==> src/rtl/uart_byte_rx.sv <==
// uart_byte_rx: 8N1 UART receiver feeding a one-byte holding register that is
// handed to the command handler over a four-phase request/acknowledge link.
module uart_byte_rx #(
  parameter int unsigned CLKS_PER_BIT = 104
) (
  input  logic       in_clk,
  input  logic       in_rst,
  input  logic       in_rx_line,
  input  logic       in_rx_enable,
  output logic [7:0] out_data_rx,
  output logic       out_data_rx_hsk_req,
  input  logic       in_data_rx_hsk_ack,
  output logic       out_frame_err,
  output logic       out_overrun
);

  localparam int unsigned CNT_W    = (CLKS_PER_BIT > 1) ? $clog2(CLKS_PER_BIT) : 1;
  localparam int unsigned DATA_W   = 8;
  localparam int unsigned BIT_IDX_W = 3;

  // Counter terminal values: half a bit to centre on the start bit, then whole bits.
  localparam logic [CNT_W-1:0] HALF_LAST = CNT_W'(CLKS_PER_BIT / 2 - 1);
  localparam logic [CNT_W-1:0] FULL_LAST = CNT_W'(CLKS_PER_BIT - 1);
  localparam logic [BIT_IDX_W-1:0] LAST_BIT = BIT_IDX_W'(DATA_W - 1);

  typedef enum logic [2:0] {
    R_IDLE  = 3'd0,
    R_START = 3'd1,
    R_DATA  = 3'd2,
    R_STOP  = 3'd3,
    R_BREAK = 3'd4
  } rx_state_t;

  typedef enum logic [1:0] {
    H_IDLE = 2'd0,
    H_REQ  = 2'd1,
    H_ACK  = 2'd2
  } hs_state_t;

  rx_state_t rx_state;
  rx_state_t rx_state_nxt;
  hs_state_t hs_state;
  hs_state_t hs_state_nxt;

  logic                 sync1;
  logic                 rxs;
  logic [CNT_W-1:0]     cnt;
  logic [BIT_IDX_W-1:0] bit_idx;
  logic [DATA_W-1:0]    shreg;
  logic                 full;

  logic cnt_hit;
  logic cnt_clr;
  logic bit_clr;
  logic shift_en;
  logic load;
  logic frame_err_set;
  logic overrun_set;
  logic full_clr;
  logic req_nxt;

  // Two-flop synchroniser; resets to the idle (high) line level.
  always_ff @(posedge in_clk) begin
    if (in_rst) begin
      sync1 <= 1'b1;
      rxs   <= 1'b1;
    end else begin
      sync1 <= in_rx_line;
      rxs   <= sync1;
    end
  end

  // Sample point detection for the current receive phase.
  always_comb begin
    cnt_hit = 1'b0;
    unique case (rx_state)
      R_START:        cnt_hit = (cnt == HALF_LAST);
      R_DATA, R_STOP: cnt_hit = (cnt == FULL_LAST);
      default:        cnt_hit = 1'b0;
    endcase
  end

  // Receive FSM: state register.
  always_ff @(posedge in_clk) begin
    if (in_rst) begin
      rx_state <= R_IDLE;
    end else begin
      rx_state <= rx_state_nxt;
    end
  end

  // Receive FSM: next state.
  always_comb begin
    rx_state_nxt = rx_state;
    unique case (rx_state)
      R_IDLE: begin
        if (!rxs) rx_state_nxt = R_START;
      end
      R_START: begin
        if (cnt_hit) rx_state_nxt = rxs ? R_IDLE : R_DATA;
      end
      R_DATA: begin
        if (cnt_hit && (bit_idx == LAST_BIT)) rx_state_nxt = R_STOP;
      end
      R_STOP: begin
        if (cnt_hit) rx_state_nxt = rxs ? R_IDLE : R_BREAK;
      end
      R_BREAK: begin
        if (rxs) rx_state_nxt = R_IDLE;
      end
      default: rx_state_nxt = R_IDLE;
    endcase
  end

  // Receive FSM: datapath controls and stop-bit outcome.
  always_comb begin
    cnt_clr       = 1'b0;
    bit_clr       = 1'b0;
    shift_en      = 1'b0;
    load          = 1'b0;
    frame_err_set = 1'b0;
    overrun_set   = 1'b0;
    unique case (rx_state)
      R_IDLE: begin
        cnt_clr = 1'b1;
        bit_clr = 1'b1;
      end
      R_START: begin
        cnt_clr = cnt_hit;
        bit_clr = 1'b1;
      end
      R_DATA: begin
        cnt_clr  = cnt_hit;
        shift_en = cnt_hit;
      end
      R_STOP: begin
        cnt_clr = cnt_hit;
        if (cnt_hit) begin
          if (!rxs) begin
            frame_err_set = 1'b1;
          end else if (full) begin
            overrun_set = 1'b1;
          end else begin
            load = 1'b1;
          end
        end
      end
      default: begin
        cnt_clr = 1'b1;
        bit_clr = 1'b1;
      end
    endcase
  end

  // Bit timing counter, data bit index and LSB-first shift register.
  always_ff @(posedge in_clk) begin
    if (in_rst) begin
      cnt     <= '0;
      bit_idx <= '0;
      shreg   <= '0;
    end else begin
      cnt <= cnt_clr ? '0 : cnt + CNT_W'(1);
      if (bit_clr) begin
        bit_idx <= '0;
      end else if (shift_en) begin
        bit_idx <= bit_idx + BIT_IDX_W'(1);
      end
      if (shift_en) begin
        shreg <= {rxs, shreg[DATA_W-1:1]};
      end
    end
  end

  // Holding register; out_data_rx keeps the byte until the next load.
  always_ff @(posedge in_clk) begin
    if (in_rst) begin
      full          <= 1'b0;
      out_data_rx   <= '0;
      out_frame_err <= 1'b0;
      out_overrun   <= 1'b0;
    end else begin
      out_frame_err <= frame_err_set;
      out_overrun   <= overrun_set;
      if (load) begin
        full        <= 1'b1;
        out_data_rx <= shreg;
      end else if (full_clr) begin
        full <= 1'b0;
      end
    end
  end

  // Handshake FSM: state register.
  always_ff @(posedge in_clk) begin
    if (in_rst) begin
      hs_state <= H_IDLE;
    end else begin
      hs_state <= hs_state_nxt;
    end
  end

  // Handshake FSM: next state. Enable only matters while idle.
  always_comb begin
    hs_state_nxt = hs_state;
    unique case (hs_state)
      H_IDLE: begin
        if (full && in_rx_enable) hs_state_nxt = H_REQ;
      end
      H_REQ: begin
        if (in_data_rx_hsk_ack) hs_state_nxt = H_ACK;
      end
      H_ACK: begin
        if (!in_data_rx_hsk_ack) hs_state_nxt = H_IDLE;
      end
      default: hs_state_nxt = H_IDLE;
    endcase
  end

  // Handshake FSM: outputs. The request is registered from the next state.
  always_comb begin
    full_clr = 1'b0;
    req_nxt  = 1'b0;
    unique case (hs_state)
      H_REQ:   full_clr = in_data_rx_hsk_ack;
      default: full_clr = 1'b0;
    endcase
    req_nxt = (hs_state_nxt == H_REQ);
  end

  always_ff @(posedge in_clk) begin
    if (in_rst) begin
      out_data_rx_hsk_req <= 1'b0;
    end else begin
      out_data_rx_hsk_req <= req_nxt;
    end
  end

endmodule

==> config.mk <==
export PLATFORM = sky130hd
export DESIGN_NAME = uart_byte_rx
export DESIGN_NICKNAME = d
export VERILOG_FILES = /design/src/rtl/uart_byte_rx.sv
export SDC_FILE = /design/constraint.sdc
export NUM_CORES = 1
export LEC_CHECK = 0
export ABC_AREA = 1
export CAP_MARGIN = 20
export CELL_PAD_IN_SITES_DETAIL_PLACEMENT = 0
export CELL_PAD_IN_SITES_GLOBAL_PLACEMENT = 1
export CORE_AREA = 2 2 64 66
export DETAILED_ROUTE_END_ITERATION = 10
export DIE_AREA = 0 0 66 68
export HOLD_SLACK_MARGIN = 0.02
export PLACE_DENSITY = 0.83
export SYNTH_ARGS = -nofsm -noshare
export SYNTH_HDL_FRONTEND = slang
export SYNTH_SLANG_ARGS = --single-unit
export TNS_END_PERCENT = 30
==> constraint.sdc <==
create_clock -name in_clk -period 3 [get_ports in_clk]
set_input_delay 0.75 -clock in_clk [delete_from_list [all_inputs] [get_ports in_clk]]
set_output_delay 0.75 -clock in_clk [all_outputs]
set_load 0.01 [all_outputs]
# Word-level counts from Yosys, hierarchy flattened
# Cells that the tools add are included.
# W data, S select, Z words.
[totals]
reg_bits = 37
inputBits = 5
out_inout_bits = 11
wordCells = 69
[classes]
addsub = 2
n_eq_ne = 15
muxes = 24
bitwise = 4
reduce_logical = 12
[op_table]
columns = ["op", "count"]
rows = [
  ["$mux W3", 6],
  ["$pmux W3 S5", 1],
  ["$mux W1", 11],
  ["$ne A2 B2 Y1 const B", 5],
  ["$mux W2", 4],
  ["$add A7 B1 Y7 const B", 1],
  ["$eq A7 B6 Y1 const B", 1],
  ["$eq A7 B7 Y1 const B", 1],
  ["$eq A3 B2 Y1 const B", 2],
  ["$eq A3 B3 Y1 const B", 2],
  ["$pmux W2 S3", 1],
  ["$reduce_or A2 Y1", 3],
  ["$reduce_or A3 Y1", 2],
  ["$reduce_and A5 Y1", 1],
  ["$eq A2 B1 Y1 const B", 2],
  ["$not A1 Y1", 4],
  ["$reduce_or A4 Y1", 1],
  ["$add A3 B1 Y3 const B", 1],
  ["$eq A3 B1 Y1 const B", 1],
  ["$logic_not A3 Y1", 1],
  ["$eq A2 B2 Y1 const B", 1],
  ["$logic_and A1 B1 Y1", 2],
  ["$logic_not A2 Y1", 1],
  ["$pmux W1 S2", 1],
  ["$reduce_bool A2 Y1", 1],
]

# Depth between registers and ports, before layout
[depth]
word_depth = 6
depth_mapped = 9

# Least setup slack after synthesis
# No wires, ideal clock.
[synth_timing]
path_kind = "in2reg"
startpoint = "in in_rst"
endpoint = "reg cnt[2]"
setup_ps = 78
t_arrival_ps = 1337
t_required_ps = 2922
slack_ps = 1585
path_stages = 4
n_path_buf = 1
path_cell_list = "inv_1 > clkbuf_1 > nand3_2 > nor3_1"
[synth_between]
elab_chain_cells = 1
[synth_lines]
columns = ["item", "line_no", "text"]
rows = [
  ["from (decl)", "7", "input logic in_rst,"],
  ["$reduce_or A2 Y1 (no line)", "-", ""],
  ["to (signal assigned)", "162", "cnt <= cnt_clr ? '0 : cnt + CNT_W'(1);"],
  ["to (decl)", "47", "logic [CNT_W-1:0] cnt;"],
]
# Every way passes these cells.
# A chain may end at the register's enable or synchronous reset.

# Worst setup path in the final report
[layout_timing]
startpoint = "reg out_data_rx[7]"
endpoint = "out out_data_rx[7]"
[layout_rtl]
columns = ["item", "line_no", "text"]
rows = [
  ["from (decl)", "10", "output logic [7:0] out_data_rx,"],
  ["from (signal assigned)", "186", "out_data_rx <= shreg;"],
]
# No word-level cell between the ends.

==> impl_metrics.env <==
export IMPL_initial_core_util_pct=40.9
export IMPL_powerDensity_nw_per_um2=589
export IMPL_ys_warn_count=0
export IMPL_synth_compound_area_share_pct=7.22
export IMPL_htreeDepth=2
export IMPL_hold_depth=1
export IMPL_grt_setup_unrepaired="no"
export IMPL_grt_pass1_wl_microns=4930
export IMPL_via_count=1286
export IMPL_ys_seq_area_share_pct=47.0
export IMPL_avgSynthCellArea_sq_um=7.54
export IMPL_avgRoutedWirePerCell_microns=10.2
export IMPL_leakagePower_nw=0.800
export IMPL_cap_viol_max_count=0
export IMPL_postCtsHoldBufs=0
export IMPL_die_area_sq_um=4490
export IMPL_ctsLongestPathBuffers=2
export IMPL_fin_crit_sh_pct=63.6
export IMPL_layout_drive_gt1_share_pct=11.0
export IMPL_grt_use_total_pct=14.5
export IMPL_clock_latency_ns=0.28
export IMPL_grt_start_max_net_pins=20
export IMPL_final_setup_skew_ns=0.00635
export IMPL_path_clk_slew_ns=0.07
export IMPL_crit_start="out_data_rx[7]"
export IMPL_cts_tree="yes"
export IMPL_outcome="finished clean"
export IMPL_ios=16
export IMPL_setup_viol=0
export IMPL_n_antenna_cell=0
export IMPL_tightest_slew_ns=0.369
export IMPL_ff2ff_setup_slack_ns=1.32
export IMPL_synthCells=209
export IMPL_cp_slowest_stage_delay_ns=0.54
export IMPL_die_w_microns=66
export IMPL_drt_pass1_iterations=4
export IMPL_cts_root_buf="clkbuf_8"
export IMPL_post_dp_cell_area_sq_um=1760
export IMPL_core_area_sq_um=3860
export IMPL_portBuffers=15
export IMPL_reg2reg_from="cnt[0]"
export IMPL_synthSimpleGateAreaFrac_pct=34.1
export IMPL_crit_buf_inv=1
export IMPL_slowest_stage="clkdlybuf4s50_1"
export IMPL_area_growth_pct=18.3
export IMPL_hold_path_class="reg -> reg"
export IMPL_totalPowerFinal_mw=1.10
export IMPL_path_class="reg -> out"
export IMPL_antenna_found_initial=0
export IMPL_holdPathEnd="rxs"
export IMPL_worstPathCellList="clkdlybuf4s50_1"
export IMPL_ant_nets=0
export IMPL_wl_microns=2830
export IMPL_ys_types=24
export IMPL_ir_drop_uv=321
export IMPL_numCtsBuffers=5
export IMPL_synthMuxAreaShare_pct=0
export IMPL_post_dp_hpwl_microns=1970
export IMPL_dr_first_iter_drc_count=70
export IMPL_nets=235
export IMPL_worstPathArrival_ns=1.16
export IMPL_clock_sinks=37
export IMPL_start_kind="flop"
export IMPL_overflow=0
export IMPL_relSlewSlack_pct=75.3
export IMPL_postCtsSetupBuffers=0
export IMPL_syn_nets=217
export IMPL_synthesis_area_sq_um=1580
export IMPL_finalInstanceArea_sq_um=1870
export IMPL_critPathMaxFanout=2
export IMPL_hold_viol_final=0
export IMPL_holdWs_ns=0.413
export IMPL_worstPathRequired_ns=2.25
export IMPL_tns_ns=0
export IMPL_cp_end_kind="primary output"
export IMPL_max_freq_mhz=524
export IMPL_drc=0
export IMPL_min_period_ns=1.91
export IMPL_die_h_microns=68
export IMPL_finalMaxSlewViolations=0
export IMPL_r2r_cells=8
export IMPL_synth_seq_cells=37
export IMPL_r2r_end="bit_idx[1]"
export IMPL_critPathTopFamily="buffers and inverters"
export IMPL_gp_congestion=0.778
export IMPL_grt_pass1_vias=1111
export IMPL_synthXorXnorAreaFrac_pct=1.11
export IMPL_worstHoldStart="sync1"
export IMPL_avgViaCountPerCell=4.64
export IMPL_cts_resized_gates=0
export IMPL_yosys_area_share_adder_pct=2.38
export IMPL_utilization_pct=48.4
export IMPL_synth_top_family_by_area="simple AND/OR/NAND/NOR gates"
export IMPL_fp_row_count=23
[registers in the layout, summed over array words and instances (netlist names)]
register             count
hs_state                 2
full                     1
bit_idx                  3
sync1                    1
cnt                      7
out_data_rx              8
out_data_rx_hsk_req      1
rxs                      1
shreg                    8
rx_state                 3
out_overrun              1
out_frame_err            1
[cell families after synthesis]
kind of cell / count (synthesis)
compound gates: 22
simple gates: 115
flops: 37
fa+ha+maj: 3
xor+xnor: 2
buf+inv: 30
[stage by stage]
stage / setup slack (ns) / std cells
2_1_floorplan: 1.59 / 209
3_3_place_gp: 0.947 / 270
3_5_place_dp: 0.927 / 270
4_1_cts: 1.08 / 277
5_1_grt: 1.04 / 277
6_report: 1.09 / 277
[where the power goes]
group | leakage (nW) | total, mW | internal [mW] | switching, mW
clock network | 0.0540 | 0.411 | 0.242 | 0.170
registers | 0.299 | 0.541 | 0.510 | 0.0309
logic | 0.447 | 0.145 | 0.0552 | 0.0900
total | 0.800 | 1.10 | 0.807 | 0.291
[worst max-delay path by stage]
stage | to | slack, ns | cells after the start
2_1_floorplan | cnt[2] | 1.59 | 4
6_report | out_data_rx[7] | 1.09 | 1
3_5_place_dp | full | 0.93 | 5
4_1_cts | out_data_rx[7] | 1.08 | 1
5_1_grt | out_data_rx[7] | 1.04 | 1
3_3_place_gp | full | 0.95 | 5
[cell type report]
cell class,instances,area (sq um)
clock buffer,5,68.8
sequential,37,741
multi-input combinational,142,707
timing repair buffer,16,158
inverter,25,93.8
tap,50,62.6
clock inverter,2,35.0
fill,393,1990
[synthesized netlist by cell type (all sizes together)]
cell	n	area [sq um]
a21oi	8	43.8
nand4	2	27.5
clkbuf	2	7.51
nor3	5	25.0
xor2	2	17.5
ha	3	37.5
inv	25	93.8
o21ai	14	70.1
dfxtp	37	741
buf	3	27.5
nand3	18	108
nand2	35	141
nor2	53	224
or2	2	12.5
[layout by cell type (no fill, tap or decap), types with 2 or more instances in the layout]
| master | synthesis | layout |
|---|---|---|
| nand2_2 | 4 | 4 |
| nand3_1 | 16 | 16 |
| inv_2 | 3 | 3 |
| ha_1 | 3 | 3 |
| inv_1 | 22 | 22 |
| o21ai_1 | 9 | 9 |
| nor3_1 | 5 | 5 |
| clkbuf_8 | 0 | 5 |
| a21oi_1 | 7 | 7 |
| or2_2 | 2 | 2 |
| nor2_1 | 49 | 49 |
| xor2_1 | 2 | 2 |
| nand2_1 | 31 | 31 |
| nor2_4 | 3 | 3 |
| dfxtp_1 | 37 | 37 |
| o21ai_0 | 5 | 5 |
| clkdlybuf4s50_1 | 0 | 15 |
[layer usage]
metal	global-route usage (%)	up-vias	share of wire [%]	routed length, microns
met5	0	-	0	0
met3	3.45	6	3.7	106
met4	7.65	0	1.7	48
li1	-	692	-	-
met2	22.7	20	44	1230
met1	18.6	568	51	1440
Power figures use the tool's default switching activity.
